## config.mk

```make
export PLATFORM = sky130hd
export DESIGN_NAME = pwm_duty_decoder_flat
export DESIGN_NICKNAME = d
export VERILOG_FILES = /design/src/rtl/pwm_duty_decoder_if.sv /design/src/rtl/pwm_duty_decoder.sv /design/src/flat_wrapper.sv
export SDC_FILE = /design/constraint.sdc
export NUM_CORES = 1
export LEC_CHECK = 0
export CAP_MARGIN = 20
export CORE_ASPECT_RATIO = 0.9
export CORE_MARGIN = 2
export CORE_UTILIZATION = 25
export DETAILED_ROUTE_END_ITERATION = 10
export GPL_ROUTABILITY_DRIVEN = 0
export PLACE_DENSITY_LB_ADDON = 0.2
export SLEW_MARGIN = 20
export SYNTH_ARGS = -nofsm -noshare
export SYNTH_HDL_FRONTEND = slang
export SYNTH_SLANG_ARGS = --single-unit
```

## constraint.sdc

```tcl
create_clock -name Clock -period 2.05 [get_ports Clock]
set_input_delay 0.41 -clock Clock [delete_from_list [all_inputs] [get_ports Clock]]
set_output_delay 0.41 -clock Clock [all_outputs]
set_load 0.05 [all_outputs]
```

## src/rtl/pwm_duty_decoder_if.sv

```systemverilog
// pwm_duty_decoder_if: PWM line in, decoded duty sample and link status out
interface pwm_duty_decoder_if #(
    parameter int PWMSIZE = 8
);
    logic               PwmIn;
    logic [PWMSIZE-1:0] Sample;
    logic               SampleValid;
    logic               Locked;
    logic               SyncErr;
    modport master (output PwmIn, input Sample, SampleValid, Locked, SyncErr);
    modport slave  (input PwmIn, output Sample, SampleValid, Locked, SyncErr);
endinterface

```

## src/rtl/pwm_duty_decoder.sv

```systemverilog
// pwm_duty_decoder: recovers the per-frame high-cycle count of a frame-aligned PWM input
module pwm_duty_decoder #(
    parameter int PWMSIZE     = 8,
    parameter int SYNC_STAGES = 2
) (
    input logic               Clock,
    input logic               Reset,
    pwm_duty_decoder_if.slave pwm_io
);
    typedef enum logic {HUNT, MEASURE} state_t;
    localparam logic [PWMSIZE-1:0] LAST = '1;
    state_t                 state_q;
    logic [SYNC_STAGES-1:0] sync_q;
    logic                   prev_q;
    logic [PWMSIZE-1:0]     frame_pos_q, frame_pos_d;
    logic [PWMSIZE:0]       high_cnt_q, high_cnt_d;
    logic                   aligned_q;
    logic [PWMSIZE-1:0]     sample_q;
    logic                   valid_q, locked_q, sync_err_q;
    logic                   s, rise, at_last;
    logic [PWMSIZE-1:0]     sat;
    always_ff @(posedge Clock) begin
        if (Reset) begin
            sync_q <= '0;
            prev_q <= 1'b0;
        end else begin
            sync_q <= {sync_q[SYNC_STAGES-2:0], pwm_io.PwmIn};
            prev_q <= s;
        end
    end
    // high_cnt_d never exceeds FRAME, so its top bit alone signals saturation
    always_comb begin
        s           = sync_q[SYNC_STAGES-1];
        rise        = s & ~prev_q;
        at_last     = frame_pos_q == LAST;
        frame_pos_d = frame_pos_q + PWMSIZE'(1);
        high_cnt_d  = high_cnt_q + (PWMSIZE+1)'(s);
        sat         = high_cnt_d[PWMSIZE] ? LAST : high_cnt_d[PWMSIZE-1:0];
    end
    always_ff @(posedge Clock) begin
        if (Reset) begin
            state_q     <= HUNT;
            frame_pos_q <= '0;
            high_cnt_q  <= '0;
            aligned_q   <= 1'b0;
            sample_q    <= '0;
            valid_q     <= 1'b0;
            locked_q    <= 1'b0;
            sync_err_q  <= 1'b0;
        end else begin
            valid_q     <= 1'b0;
            sync_err_q  <= 1'b0;
            frame_pos_q <= frame_pos_d;
            high_cnt_q  <= high_cnt_d;
            if (state_q == HUNT) begin
                if (rise) begin
                    state_q     <= MEASURE;
                    frame_pos_q <= PWMSIZE'(1);
                    high_cnt_q  <= (PWMSIZE+1)'(1);
                    aligned_q   <= 1'b1;
                end else if (at_last) begin
                    state_q     <= MEASURE;
                    frame_pos_q <= '0;
                    high_cnt_q  <= '0;
                    aligned_q   <= 1'b0;
                end
            end else if (rise && frame_pos_q != '0) begin
                sync_err_q  <= 1'b1;
                locked_q    <= 1'b0;
                frame_pos_q <= PWMSIZE'(1);
                high_cnt_q  <= (PWMSIZE+1)'(1);
                aligned_q   <= 1'b1;
            end else if (at_last) begin
                sample_q   <= sat;
                valid_q    <= 1'b1;
                locked_q   <= locked_q | aligned_q;
                high_cnt_q <= '0;
                aligned_q  <= 1'b0;
            end else if (rise) begin
                aligned_q <= 1'b1;
            end
        end
    end
    assign pwm_io.Sample      = sample_q;
    assign pwm_io.SampleValid = valid_q;
    assign pwm_io.Locked      = locked_q;
    assign pwm_io.SyncErr     = sync_err_q;
endmodule

```

## src/flat_wrapper.sv

```systemverilog
// flat-port wrapper written by rule: the top's interface ports become plain ports
module pwm_duty_decoder_flat 
#(
    parameter int PWMSIZE     = 8,
    parameter int SYNC_STAGES = 2
)
  (Clock, Reset, pwm_io_PwmIn, pwm_io_Sample, pwm_io_SampleValid, pwm_io_Locked, pwm_io_SyncErr);
  pwm_duty_decoder_if #(.PWMSIZE(PWMSIZE)) pwm_io_i ();
  input logic Clock;
  input logic Reset;
  input wire logic [$bits(pwm_io_i.PwmIn)-1:0] pwm_io_PwmIn;
  output wire logic [$bits(pwm_io_i.Sample)-1:0] pwm_io_Sample;
  output wire logic [$bits(pwm_io_i.SampleValid)-1:0] pwm_io_SampleValid;
  output wire logic [$bits(pwm_io_i.Locked)-1:0] pwm_io_Locked;
  output wire logic [$bits(pwm_io_i.SyncErr)-1:0] pwm_io_SyncErr;
  assign pwm_io_i.PwmIn = pwm_io_PwmIn;
  assign pwm_io_Sample = pwm_io_i.Sample;
  assign pwm_io_SampleValid = pwm_io_i.SampleValid;
  assign pwm_io_Locked = pwm_io_i.Locked;
  assign pwm_io_SyncErr = pwm_io_i.SyncErr;
  pwm_duty_decoder #(.PWMSIZE(PWMSIZE), .SYNC_STAGES(SYNC_STAGES)) u_core (.Clock(Clock), .Reset(Reset), .pwm_io(pwm_io_i));
endmodule
```

**After elaboration in Yosys (flattened, before gate mapping)**

Index checks and enable logic that the tools add are counted.

- Bits in registers: 33
- Output and inout bits: 11
- Word-level logic and storage cells: 49

- Reductions and logical operators: 10
- Eq/ne operators: 1
- $add $sub $neg: 2
- Bitwise operators: 5
- Multiplexer cells: 21

Operator list:

| operator | count |
|---|---|
| two-way mux 8 bit | 5 |
| two-way mux 9 bit | 4 |
| two-way mux 1 bit | 12 |
| adder 9 x 1 -> 9 bit | 1 |
| adder 8 x 1 -> 8 bit, second input constant | 1 |
| equality test 8 bit, second input constant | 1 |
| nonzero test 8 bit | 1 |
| nonzero test 3 bit | 2 |
| AND reduction 2 bit | 2 |
| inverter 1 bit | 3 |
| AND reduction 3 bit | 1 |
| OR reduction 3 bit | 1 |
| nonzero test 2 bit | 1 |
| OR reduction 2 bit | 1 |
| AND 1 bit | 1 |
| logical AND 1 bit | 1 |
| bitwise OR 1 bit | 1 |

**Longest topological paths before layout**

- Word-level depth: 6
- Mapped depth: 7

**Least setup slack after synthesis**

OpenSTA, ideal clock, no wires.

- Kind: register to register
- Start point: reg u_core.frame_pos_q[0]
- End point: reg u_core.sample_q[0] (netlist: u_core.pwm_io.Sample[0])
- Period minus slack after synthesis: 1.761 ns
- Slack: 0.289 ns
- Stages on the path, launching flop included: 6
- Setup time: 0.148 ns
- Arrival time: 1.613 ns
- Path buffers: 0
- Cell sequence: dfxtp_1 ha_1 nand4_2 or3_4 nor4_4 a221oi_1

- Word-level cells in the longest chain between the ends: 4
- Elaborated cells on any way between the ends: 5
- Those cells by class: eq/ne: 1; bitwise: 1; reduce/logical: 3

Ends and longest elaborated chain:

| item | RTL line | source |
|---|---|---|
| start, declared | pwm_duty_decoder.sv:15 | `logic [PWMSIZE-1:0] frame_pos_q, frame_pos_d;` |
| start signal, assigned | pwm_duty_decoder.sv:53 | `frame_pos_q <= frame_pos_d;` |
| nonzero test 8 bit | pwm_duty_decoder.sv:67 | `end else if (rise && frame_pos_q != '0) begin` |
| logical AND 1 bit | pwm_duty_decoder.sv:67 |  |
| inverter 1 bit (no line) | n/a |  |
| AND reduction 3 bit (no line) (*) | n/a |  |
| end signal, assigned | pwm_duty_decoder.sv:74 | `sample_q <= sat;` |
| end, declared | pwm_duty_decoder.sv:18 | `logic [PWMSIZE-1:0] sample_q;` |

Mark *: on every way between the ends. The rest lies on a longest branch, timed or not.
A chain may end at the register's enable or synchronous reset.

**Final worst setup path**

- Start point: reg u_core.frame_pos_q[1]
- End point: reg u_core.sample_q[5] (netlist: u_core.pwm_io.Sample[5])

The elaborated chain is that of the path after synthesis.

==> results.txt <==
Synth Register Bits - 33
CTS tree - built
Multi-input logic area - 633 um2
# DRC - 0
Synth area leaders - dfxtp_1, nor2_1, a221oi_1
Hold Startpoint - u_core.sync_q[0]
Final wirelength - 2.64 mm
Hold violation count in the final report - 0
Worst Max-Slew Pin Slew - 0.500 ns
Number of port buffers - 13
Max Clk Rate - 540 MHz
DIE AREA - 6090 um2
Top cell type's share of synthesized area - 48.2%
Antenna viol nets, final - 0
WL/cell - 11.4 um
Worst hold path depth - 1
Largest net degree at the start of global routing - 12
Pwr/cell area - 743 nW/um2
LEAKAGE - 0.626 nW
Cts repair resizes - 0
RR Startpoint - u_core.frame_pos_q[1]
CTS root buf - clkbuf_8
Worst-path fanout max - 8
Clock Skew - 0.00603 ns
Cts bufs inserted - 5
Starting Density - 26.1%
Via count - 1023
Number of top-level pins - 14
# clock sinks - 33
Post-Syn Instances - 140
Clock transition at path regs - 0.07 ns
Worst-skew pair later-pin latency - 0.28 ns
Period Utilization, post-route - 90.3%
WS Path Type - reg2reg
GRT Resource Usage Total - 9.99%
Crit path largest cell delay - 0.42 ns
Worst r2r path cells - 6
Die height - 74.2 um
Core Footprint - 5260 um2
Mapped Area - 1370 um2
Final net count - 171
Initial antenna violation count - 0
Total power - 1.27 mW
Chip width - 82.0 um
Max_slew headroom - 66.6%
Vias in the first global route - 1006
Avg Synthesized Cell Area - 9.79 um2
First-pass DRT Iterations - 4
Reg2reg end - u_core.pwm_io.Sample[5]
CP endpoint kind - flip-flop
Ant diodes - 0
Fraction of layout cells with a size suffix above 1 - 14.6%
Max Cap Viol - 0
Setup TNS - 0 ns
Flop-to-flop setup slack - 0.20 ns
Cell taking the most area after synthesis - dfxtp_1
H-tree levels - 2
Crit path cell chain - ha_1 > nand4_2 > or3_4 > nor4_4 > buf_4 > a221oi_1
Required @ worst endpoint - 2.21 ns
CP startpoint kind - flip-flop
Congestion Overflow GR - 0
DR vias/cell - 4.43
First-pass GRT wire length - 4.49 mm
Run status - completed
Initial DRC count - 33
Post-CTS setup buffer count - 0
# setup viols final - 0
Fillers - 563
Unique masters post-synth - 35
Ys Warns - 0
RSZ-0062 raised after global routing - no
Final Max Tran Viols - 0
Clock Path Buffers - 2
Sequential-to-total area share from yosys stat - 48.2%
FP Rows - 25
Post-Syn Nets - 148
Area Growth Syn to Fin - 24.6%
Post-DP HPWL - 1.94 mm
Min Tclk post-route - 1.85 ns
Slowest-stage cell, CP - or3_4
Crit path DAT - 2.01 ns
Hold Path End - u_core.sync_q[1]
Storage element area - 661 um2
VDD IR max - 0.000279 V
Hold buffers post-CTS - 0
Worst min-delay path class - reg2reg
placed cells by master (no fill, tap or decap), types with 2 or more instances in the layout:
| cell type | instances |
|---|---|
| a211oi_1 | 2 |
| a21oi_1 | 3 |
| a221oi_1 | 8 |
| a31oi_1 | 2 |
| and2_1 | 2 |
| buf_4 | 6 |
| clkbuf_8 | 7 |
| clkdlybuf4s50_1 | 13 |
| dfxtp_1 | 33 |
| ha_1 | 5 |
| inv_1 | 14 |
| nand2_1 | 4 |
| nand3_1 | 6 |
| nand4_1 | 3 |
| nor2_1 | 20 |
| nor2b_1 | 3 |
| nor3_1 | 3 |
| nor4_4 | 2 |
| xnor2_1 | 4 |
| xor2_1 | 8 |
sequential cells by signal (all words and copies together), names as in the netlist:
| name | count |
|---|---|
| u_core.state_q | 1 |
| u_core.frame_pos_q | 8 |
| u_core.pwm_io.SyncErr | 1 |
| u_core.aligned_q | 1 |
| u_core.high_cnt_q | 9 |
| u_core.pwm_io.SampleValid | 1 |
| u_core.pwm_io.Locked | 1 |
| u_core.pwm_io.Sample | 8 |
| u_core.prev_q | 1 |
| u_core.sync_q | 2 |
layout make-up:
class | count | share of cell area [%]
clock buffers | 7 | 5.65
clock inverters | 1 | 0.293
inverters | 14 | 3.08
multi-input cells | 90 | 37.1
flip-flops and latches | 33 | 38.7
well taps | 67 | 4.91
repair buffers | 19 | 10.3
kinds of logic after synthesis:
logic type | Yosys count | share of synthesized area, %
AOI/OAI and AO/OA | 21 | 11.8
xor gates and xnor gates | 12 | 7.67
DFF | 33 | 48.2
adders and majority gates | 5 | 4.57
and+or+nand+nor | 52 | 22.2
buffers and inverters | 17 | 5.57
synth_stat cells, drive strengths merged:
cell type and count:
nand3 7, a211o 1, o21ba 1, nor3b 1, ha 5, nand2 4, nor2 20, nand4 4
inv 14, or3 2, a221oi 8, buf 3, xor2 8, nor3 3, a21oi 3, a31oi 2
o21a 1, or2b 1, and2 2, and3 2, dfxtp 33, or2 1, xnor2 4, nor4 2
a211oi 2, nor2b 3, o21ai 1, a21o 1, a311oi 1
report_power, final:
part	internal, mW	switching [mW]
Combinational	0.0269	0.0341
Sequential	0.653	0.00939
Clock	0.304	0.242
worst max-delay path by stage:
stage	from	end	slack (ns)
floorplan	u_core.frame_pos_q[0]	u_core.pwm_io.Sample[0]	0.29
global placement	u_core.frame_pos_q[0]	u_core.high_cnt_q[3]	0.23
detailed placement	u_core.frame_pos_q[0]	u_core.pwm_io.Sample[1]	0.21
CTS	u_core.pwm_io.Locked	pwm_io_Locked	0.19
global route	u_core.frame_pos_q[0]	u_core.frame_pos_q[7]	0.006
finish	u_core.frame_pos_q[1]	u_core.pwm_io.Sample[5]	0.20
worst max-delay path: cells and delay by family, from the launching register on:
| family | cells | cell delay [ns] |
|---|---|---|
| compound gates | 1 | 0.08 |
| fa+ha+maj | 1 | 0.25 |
| buf+inv | 1 | 0.19 |
| flops | 1 | 0.37 |
| simple gates | 3 | 0.83 |
metal layers:
layer	GRT usage, %	vias to the layer above	wire length (um)
li1	-	529	-
met1	12.9	472	1330
met2	14.4	14	1140
met3	3.64	8	113
met4	5.56	0	57
met5	0	-	0
stage by stage:
stage	util, %	hold slack (ns)	cell area [um2]	std cells	setup WS, ns
4_1_cts	32.5	0.444	1710	231	0.186
6_report	32.5	0.440	1710	231	0.199
5_1_grt	32.5	0.469	1710	231	0.00572
3_3_place_gp	30.5	0.422	1610	223	0.229
3_5_place_dp	30.5	0.428	1610	223	0.209
2_1_floorplan	-	0.414	1370	140	0.289
No activity file was read; power rests on OpenSTA's default activity.
